`src/rtl/sc_carposition_shifter.sv`:
```
// Player-car lateral position shifter.
// Buttons give one move per press, then auto-repeat while held.
// The one-hot position saturates at the track edges.
//
// Ports:
//   SC_CARPOSITION_CLOCK_50       system clock
//   SC_CARPOSITION_RESET_InHigh   synchronous reset, active-high
//   SC_CARPOSITION_clear_InHigh   synchronous reload to INIT
//   SC_CARPOSITION_enable_InHigh  game running; low freezes the position
//   SC_CARPOSITION_left_InLow     left button, active-low
//   SC_CARPOSITION_right_InLow    right button, active-low
//   SC_CARPOSITION_data_OutBUS    registered one-hot position (MSB = leftmost lane)
//   SC_CARPOSITION_side_L_OutLow  low while the car is in the leftmost lane
//   SC_CARPOSITION_side_R_OutLow  low while the car is in the rightmost lane
//   SC_CARPOSITION_moved_OutHigh  one-cycle pulse after the position changed
module sc_carposition_shifter #(
    parameter int CARPOSITION_DATAWIDTH = 4,
    parameter logic [CARPOSITION_DATAWIDTH-1:0] CARPOSITION_INIT = 4'b0010,
    parameter int CARPOSITION_REPEAT = 4
) (
    input  logic                             SC_CARPOSITION_CLOCK_50,
    input  logic                             SC_CARPOSITION_RESET_InHigh,
    input  logic                             SC_CARPOSITION_clear_InHigh,
    input  logic                             SC_CARPOSITION_enable_InHigh,
    input  logic                             SC_CARPOSITION_left_InLow,
    input  logic                             SC_CARPOSITION_right_InLow,
    output logic [CARPOSITION_DATAWIDTH-1:0] SC_CARPOSITION_data_OutBUS,
    output logic                             SC_CARPOSITION_side_L_OutLow,
    output logic                             SC_CARPOSITION_side_R_OutLow,
    output logic                             SC_CARPOSITION_moved_OutHigh
);

    localparam int W  = CARPOSITION_DATAWIDTH;
    localparam int CW = $clog2(CARPOSITION_REPEAT + 1);
    localparam logic [CW-1:0] CNT_LAST = CW'(CARPOSITION_REPEAT - 1);

    typedef enum logic [2:0] {
        S_WAIT_RELEASE,
        S_IDLE,
        S_HOLD_L,
        S_HOLD_R,
        S_BOTH
    } state_t;

    state_t        state_q, state_d;
    logic [CW-1:0] cnt_q, cnt_d;
    logic [W-1:0]  data_q, data_d;
    logic          moved_q, moved_d;
    logic          side_l_q, side_l_d;
    logic          side_r_q, side_r_d;

    logic btn_l, btn_r;
    logic mv_l, mv_r;

    assign btn_l = ~SC_CARPOSITION_left_InLow;
    assign btn_r = ~SC_CARPOSITION_right_InLow;

    // State register
    always_ff @(posedge SC_CARPOSITION_CLOCK_50) begin
        if (SC_CARPOSITION_RESET_InHigh) begin
            state_q  <= S_WAIT_RELEASE;
            cnt_q    <= '0;
            data_q   <= CARPOSITION_INIT;
            moved_q  <= 1'b0;
            side_l_q <= ~CARPOSITION_INIT[W-1];
            side_r_q <= ~CARPOSITION_INIT[0];
        end else begin
            state_q  <= state_d;
            cnt_q    <= cnt_d;
            data_q   <= data_d;
            moved_q  <= moved_d;
            side_l_q <= side_l_d;
            side_r_q <= side_r_d;
        end
    end

    // Next state, repeat counter and move requests.
    // The counter defaults to zero so every state entry clears it.
    always_comb begin
        state_d = state_q;
        cnt_d   = '0;
        mv_l    = 1'b0;
        mv_r    = 1'b0;
        if (SC_CARPOSITION_clear_InHigh || !SC_CARPOSITION_enable_InHigh) begin
            state_d = S_WAIT_RELEASE;
        end else begin
            case (state_q)
                S_WAIT_RELEASE: begin
                    if (!btn_l && !btn_r) state_d = S_IDLE;
                end
                S_IDLE: begin
                    case ({btn_l, btn_r})
                        2'b10: begin mv_l = 1'b1; state_d = S_HOLD_L; end
                        2'b01: begin mv_r = 1'b1; state_d = S_HOLD_R; end
                        2'b11: state_d = S_BOTH;
                        default: state_d = S_IDLE;
                    endcase
                end
                S_HOLD_L: begin
                    case ({btn_l, btn_r})
                        2'b10: begin
                            if (cnt_q == CNT_LAST) mv_l = 1'b1;
                            else cnt_d = cnt_q + 1'b1;
                        end
                        2'b01: begin mv_r = 1'b1; state_d = S_HOLD_R; end
                        2'b11: state_d = S_BOTH;
                        default: state_d = S_IDLE;
                    endcase
                end
                S_HOLD_R: begin
                    case ({btn_l, btn_r})
                        2'b01: begin
                            if (cnt_q == CNT_LAST) mv_r = 1'b1;
                            else cnt_d = cnt_q + 1'b1;
                        end
                        2'b10: begin mv_l = 1'b1; state_d = S_HOLD_L; end
                        2'b11: state_d = S_BOTH;
                        default: state_d = S_IDLE;
                    endcase
                end
                S_BOTH: begin
                    // Leaving BOTH never moves at once; the first
                    // move waits a full repeat interval.
                    case ({btn_l, btn_r})
                        2'b10: state_d = S_HOLD_L;
                        2'b01: state_d = S_HOLD_R;
                        2'b11: state_d = S_BOTH;
                        default: state_d = S_IDLE;
                    endcase
                end
                default: state_d = S_WAIT_RELEASE;
            endcase
        end
    end

    // Position, moved pulse and edge flags.
    // A move into a wall is swallowed, so moved only fires on change.
    always_comb begin
        data_d  = data_q;
        moved_d = 1'b0;
        if (SC_CARPOSITION_clear_InHigh) begin
            data_d = CARPOSITION_INIT;
        end else if (mv_l && !data_q[W-1]) begin
            data_d  = data_q << 1;
            moved_d = 1'b1;
        end else if (mv_r && !data_q[0]) begin
            data_d  = data_q >> 1;
            moved_d = 1'b1;
        end
        side_l_d = ~data_d[W-1];
        side_r_d = ~data_d[0];
    end

    assign SC_CARPOSITION_data_OutBUS   = data_q;
    assign SC_CARPOSITION_moved_OutHigh = moved_q;
    assign SC_CARPOSITION_side_L_OutLow = side_l_q;
    assign SC_CARPOSITION_side_R_OutLow = side_r_q;

endmodule

```
`config.mk`:
```
export PLATFORM = sky130hd
export DESIGN_NAME = sc_carposition_shifter
export DESIGN_NICKNAME = d
export VERILOG_FILES = /design/src/rtl/sc_carposition_shifter.sv
export SDC_FILE = /design/constraint.sdc
export NUM_CORES = 1
export LEC_CHECK = 0
export BUFFER_PORTS_ARGS = -buffer_cell sky130_fd_sc_hd__clkbuf_2
export CORE_MARGIN = 10
export CORE_UTILIZATION = 54
export CTS_BUF_LIST = sky130_fd_sc_hd__clkbuf_16
export CTS_CLUSTER_DIAMETER = 100
export DETAILED_ROUTE_END_ITERATION = 10
export PLACE_DENSITY = 0.77
export SETUP_SLACK_MARGIN = 0.5
export SYNTH_ARGS = -nofsm -noshare
export SYNTH_HDL_FRONTEND = slang
export SYNTH_SLANG_ARGS = --single-unit
```
`constraint.sdc`:
```
create_clock -name SC_CARPOSITION_CLOCK_50 -period 1.8 [get_ports SC_CARPOSITION_CLOCK_50]
set_input_delay 0.27 -clock SC_CARPOSITION_CLOCK_50 [delete_from_list [all_inputs] [get_ports SC_CARPOSITION_CLOCK_50]]
set_output_delay 0.27 -clock SC_CARPOSITION_CLOCK_50 [all_outputs]
set_load 0.01 [all_outputs]
```
==> Word level (Yosys, flattened, before mapping) <==
Index checks and enable logic that the tools add are counted.
W data, S select, Z words.
{ "totals": {"output_inout_bits": 7, "inputBits": 6, "regBits": 13} }
{ "op_classes": {"eq_ne": 11, "n_mux": 23, "n_reduce_logical": 15, "add_sub_neg": 1, "bitwise_logic": 4} }
{ "ops": {"columns": ["operator", "count"], "rows": [
  ["$pmux W3 S3", 3],
  ["$mux W3", 4],
  ["$mux W4", 3],
  ["$pmux W3 S4", 1],
  ["$reduce_or A2 Y1", 5],
  ["$eq A3 B2 Y1 const B", 3],
  ["$mux W1", 9],
  ["$ne A2 B2 Y1 const B", 3],
  ["$pmux W3 S2", 1],
  ["$eq A2 B2 Y1 const B", 2],
  ["$not A1 Y1", 4],
  ["$pmux W1 S2", 2],
  ["$add A3 B1 Y3 const B", 1],
  ["$eq A3 B1 Y1 const B", 1],
  ["$eq A3 B3 Y1 const B", 1],
  ["$logic_and A1 B1 Y1", 3],
  ["$logic_not A1 Y1", 3],
  ["$logic_not A3 Y1", 1],
  ["$reduce_and A3 Y1", 1],
  ["$eq A2 B1 Y1 const B", 1],
  ["$reduce_bool A2 Y1", 1],
  ["$logic_or A1 B1 Y1", 1]
]} }

==> Depth between registers and ports, before layout <==
{ "logic_depth": {"word_depth": 10, "ltp_mapped": 6, "depth_no_buf": 6} }

==> Worst setup path before layout <==
OpenSTA, ideal clock, no wires.
{ "synth_path": {"path_kind": "register to register", "start": "register cnt_q[0]", "end": "register side_r_q, in the netlist SC_CARPOSITION_side_R_OutLow", "t_arrival_ns": 1.237, "stages_incl_launch_ff": 6, "path_buffers": 0, "slack_ns": 0.443, "cell_sequence": "dfxtp_1 > ha_1 > and3b_1 > o2111ai_1 > nand2_1 > or2_1"} }
{ "synth_via": {"elab_chain_cells": 10} }
{ "synth_rtl": {"columns": ["element", "line", "rtl"], "rows": [
  ["from (decl)", "46", "logic [CW-1:0] cnt_q, cnt_d;"],
  ["from (signal assigned)", "69", "cnt_q <= cnt_d;"],
  ["$eq A3 B2 Y1 (*)", "102, 113", null],
  ["$mux W1 (*)", "102, 113", null],
  ["$mux W1", "111", "case ({btn_l, btn_r})"],
  ["$pmux W1 S2", "87", "case (state_q)"],
  ["$mux W1", "84", "if (SC_CARPOSITION_clear_InHigh || !SC_CARPOSITION_enable_InHigh) begin"],
  ["$logic_and A1 B1 Y1", "146", "end else if (mv_r && !data_q[0]) begin"],
  ["$mux W4", "146", null],
  ["$mux W4 (*)", "143", "end else if (mv_l && !data_q[W-1]) begin"],
  ["$mux W4 (*)", "141", "if (SC_CARPOSITION_clear_InHigh) begin"],
  ["$not A1 Y1 (*)", "151", "side_r_d = ~data_d[0];"],
  ["to (signal assigned)", "66", "side_r_q <= ~CARPOSITION_INIT[0];"],
  ["to (signal assigned)", "73", "side_r_q <= side_r_d;"],
  ["to (decl)", "50", "logic side_r_q, side_r_d;"]
]} }
Every way passes the cells marked *; elsewhere a longest branch is shown, timed or not. The select of a mux whose other input is x is not followed.
A chain may end at the register's enable or synchronous reset.

==> Worst setup path after layout <==
{ "layout_path": {"start": "register cnt_q[1]", "end": "register data_q[3], in the netlist SC_CARPOSITION_data_OutBUS[3]"} }
{ "layout_via": {"elab_chain_cells": 9} }
{ "layout_rtl": {"columns": ["element", "line", "rtl"], "rows": [
  ["$eq A3 B2 Y1 (*)", "102, 113", null],
  ["$mux W1 (*)", "102, 113", null],
  ["$mux W1", "111", null],
  ["$pmux W1 S2", "87", null],
  ["$mux W1", "84", null],
  ["$logic_and A1 B1 Y1", "146", null],
  ["$mux W4", "146", null],
  ["$mux W4 (*)", "143", null],
  ["$mux W4 (*)", "141", null],
  ["to (signal assigned)", "70", "data_q <= data_d;"],
  ["to (decl)", "47", "logic [W-1:0] data_q, data_d;"]
]} }
Marks and branches as above.

==> impl_metrics.py <==
metrics = {
    "drt": {
        "ant_nets": 0,
        "drt-initial-drc-count": 11,
        "routedWlPerCell_um": 14.8,
        "drc_errors": 0,
        "firstDrtPassIters": 4,
        "routed_wl_mm": 1.75,
        "via_count": 697,
        "via_per_inst": 5.91,
    },
    "synthesis": {
        "postSynthCellCount": 88,
        "yosys_warnings": 0,
        "netlist_area_sq_um": 823,
        "ys_ff_latch": 13,
        "synth.distinct_cells": 37,
        "syn_area_per_cell_sq_um": 9.36,
        "synth_nets": 101,
        "seq_area_frac_synth_pct": 31.6,
    },
    "layout": {
        "num_antenna_cells": 0,
        "drive_above_1_share_pct": 36.3,
        "final_common_cell": "clkbuf_2",
        "area_growth_syn_to_layout_pct": 22.8,
        "layout.nets": 116,
        "final_cell_mix": "clkbuf_2 (12), dfxtp_1 (8), a21oi_1 (7)",
        "nFillCells": 119,
    },
    "worst_hold_path": {
        "min_path_type": "in2reg",
        "whs_endpoint": "state_q[1]",
        "worstHoldPathCells": 3,
        "worstHoldStart": "SC_CARPOSITION_enable_InHigh",
    },
    "critical_path": {
        "critical_path_buf_inv_count": 0,
        "cp_top_family": "compound AO/OA/AOI/OAI gates",
        "critPathKind": "reg2reg",
        "cpMaxStageDelayCell": "dfxtp_2",
        "arrival_ps": 1490,
        "cp-start-kind": "register",
        "cpPeakStageDelay_ps": 330,
        "critPathMaxFanout": 3,
        "r2r-start": "cnt_q[1]",
        "startpoint": "cnt_q[1]",
        "r2r_cells": 5,
        "crit_path_end_kind": "register",
        "r2r_end": "SC_CARPOSITION_data_OutBUS[3]",
        "required_ps": 1940,
        "rrSetupSlack_ps": 450,
        "worstPathCellList": "ha_4 > and3b_1 > o2111a_2 > and2_4 > o21a_1",
    },
    "grt": {
        "antenna_found_initial": 0,
        "grt_pass1_vias": 698,
        "grtUsageMet2_pct": 17.4,
        "grt_use_met3_pct": 4.08,
        "busiest_layer": "met2",
        "grt_use_met1_pct": 11.3,
        "grt_max_degree": 12,
        "gr-total-overflow": 0,
        "grt_pass1_wl_mm": 2.95,
        "gr-usage-all-layers_pct": 10.7,
    },
    "floorplanning": {
        "io_pins": 13,
        "core_area_sq_um": 1470,
        "rows": 14,
        "die_h_um": 59.0,
        "die_area_sq_um": 3490,
        "start_util_pct": 56.0,
        "die_x_um": 59.0,
    },
    "clocking": {
        "path_clk_slew_ps": 50,
        "clk_latency_ps": 240,
        "cts-root-buf": "clkbuf_16",
        "cts_made_buffers": 3,
        "cts-hold-fix-buffers": 0,
        "cts_sinks": 13,
        "htreeDepth": 1,
        "cts_buffer_depth": 2,
        "cts_tree": "yes",
    },
    "timing": {
        "tightest_slew_ps": 468,
        "hold_viol": 0,
        "finalCriticalPeriod_ps": 1350,
        "period_share_pct": 75.2,
        "tns_ps": 0,
        "rsz0062_at_grt": "true",
        "drv_slew": 0,
        "relSlewSlack_pct": 68.7,
        "fmax_mhz": 739,
        "clock_skew_ps": 1.63,
        "setup_viol": 0,
    },
    "pwr": {
        "power_leakage_nw": 0.382,
        "peakVddDrop_mv": 0.651,
        "powerDensity_nw_per_um2": 754,
        "power.total_w": 0.000762,
    },
    "placed_design": {
        "gp_congestion": 0.885,
        "dp_hpwl_mm": 1.35,
        "portBuffers": 12,
    },
    "outcome": {
        "status": "completed",
    },
    "run": {
        "cap_violations": 0,
    },
}
## through the flow
stage	cell area (sq um)	hold WS [ps]	worst slack (ps)	instances	utilization [%]
2_1_floorplan	860	410	479	88	-
3_3_place_gp	902	432	323	113	61.3
3_5_place_dp	902	431	261	113	61.3
4_1_cts	993	306	450	117	67.5
5_1_grt	1010	330	387	118	68.7
6_report	1010	304	447	118	68.7
## state kept, by name (all words and copies together), names as in the netlist
signal,count
SC_CARPOSITION_data_OutBUS,4
SC_CARPOSITION_moved_OutHigh,1
state_q,3
cnt_q,3
SC_CARPOSITION_side_L_OutLow,1
SC_CARPOSITION_side_R_OutLow,1
## cells in the mapped netlist (all sizes together)
cell	n	share of area, %
dfxtp	13	32
a21oi	8	4.9
ha	7	11
nor2	6	3.0
inv	5	2.3
buf	4	5.5
nand2	4	1.8
o21ai	4	2.4
mux2i	3	3.6
nand3	3	1.8
nor3	3	1.8
nor3b	3	6.1
a31oi	2	1.5
and2b	2	2.0
nand2b	2	1.5
o21a	2	2.7
o22ai	2	1.5
or2	2	1.5
a2bb2oi	1	1.1
a32oi	1	1.1
a41oi	1	1.1
and2	1	0.76
and3b	1	1.1
and4	1	1.1
nor2b	1	0.76
o2111a	1	1.5
o2111ai	1	1.1
o211ai	1	0.91
o311a	1	1.2
or3b	1	1.1
xnor2	1	1.1
## cell families after synthesis
| kind of cell | Yosys count | synth area share (%) |
|---|---|---|
| xor+xnor | 1 | 1.06 |
| fa+ha+maj | 7 | 10.6 |
| compound gates | 25 | 21.0 |
| flops | 13 | 31.6 |
| mux | 3 | 3.65 |
| simple gates | 30 | 24.3 |
| buf+inv | 9 | 7.75 |
## power by group
group | internal [W] | total (W) | switching, W | leakage (nW)
Combinational | 0.0000248 | 0.0000567 | 0.0000319 | 0.232
Clock | 0.000293 | 0.000418 | 0.000125 | 0.0423
Sequential | 0.000287 | 0.000288 | 0.00000130 | 0.108
Total | 0.000604 | 0.000762 | 0.000158 | 0.382
## repair_timing
action                     in CTS  in global routing
setup buffers                   0                  1
setup endpoints to repair       8                 11
resized for setup               6                  4
pin swaps                       4                  2
## area by class of cell
type | count | area [sq um] | share of cell area, %
well taps | 16 | 20.0 | 1.98
repair buffers | 14 | 75.1 | 7.43
multi-input cells | 66 | 547 | 54.1
clock inverters | 1 | 3.75 | 0.371
flip-flops and latches | 13 | 272 | 26.9
inverters | 5 | 18.8 | 1.86
clock buffers | 3 | 75.1 | 7.43
## worst min-delay path, delay by kind of cell
| family | cells | cell delay, ps |
|---|---|---|
| buffers and inverters | 1 | 110 |
| AND/OR/NAND/NOR | 1 | 80 |
| AO/OA/AOI/OAI | 1 | 40 |
## layer usage
| layer | up-vias | share of wire [%] |
|---|---|---|
| met2 | 17 | 49 |
| met3 | 2 | 6.7 |
| met4 | 0 | 1.5 |
| li1 | 343 | - |
| met5 | - | 0 |
| met1 | 335 | 43 |
## how the worst max path moves through the flow
| stage | slack (ps) | end | cells past startpoint |
|---|---|---|---|
| 5_1_grt | 390 | SC_CARPOSITION_data_OutBUS[1] | 6 |
| 3_5_place_dp | 260 | cnt_q[2] | 7 |
| 2_1_floorplan | 480 | SC_CARPOSITION_data_OutBUS[3] | 5 |
| 3_3_place_gp | 320 | SC_CARPOSITION_data_OutBUS[1] | 6 |
| 6_report | 450 | SC_CARPOSITION_data_OutBUS[3] | 5 |
| 4_1_cts | 450 | SC_CARPOSITION_data_OutBUS[3] | 5 |
Note: power is estimated with default switching activity, not from simulation.
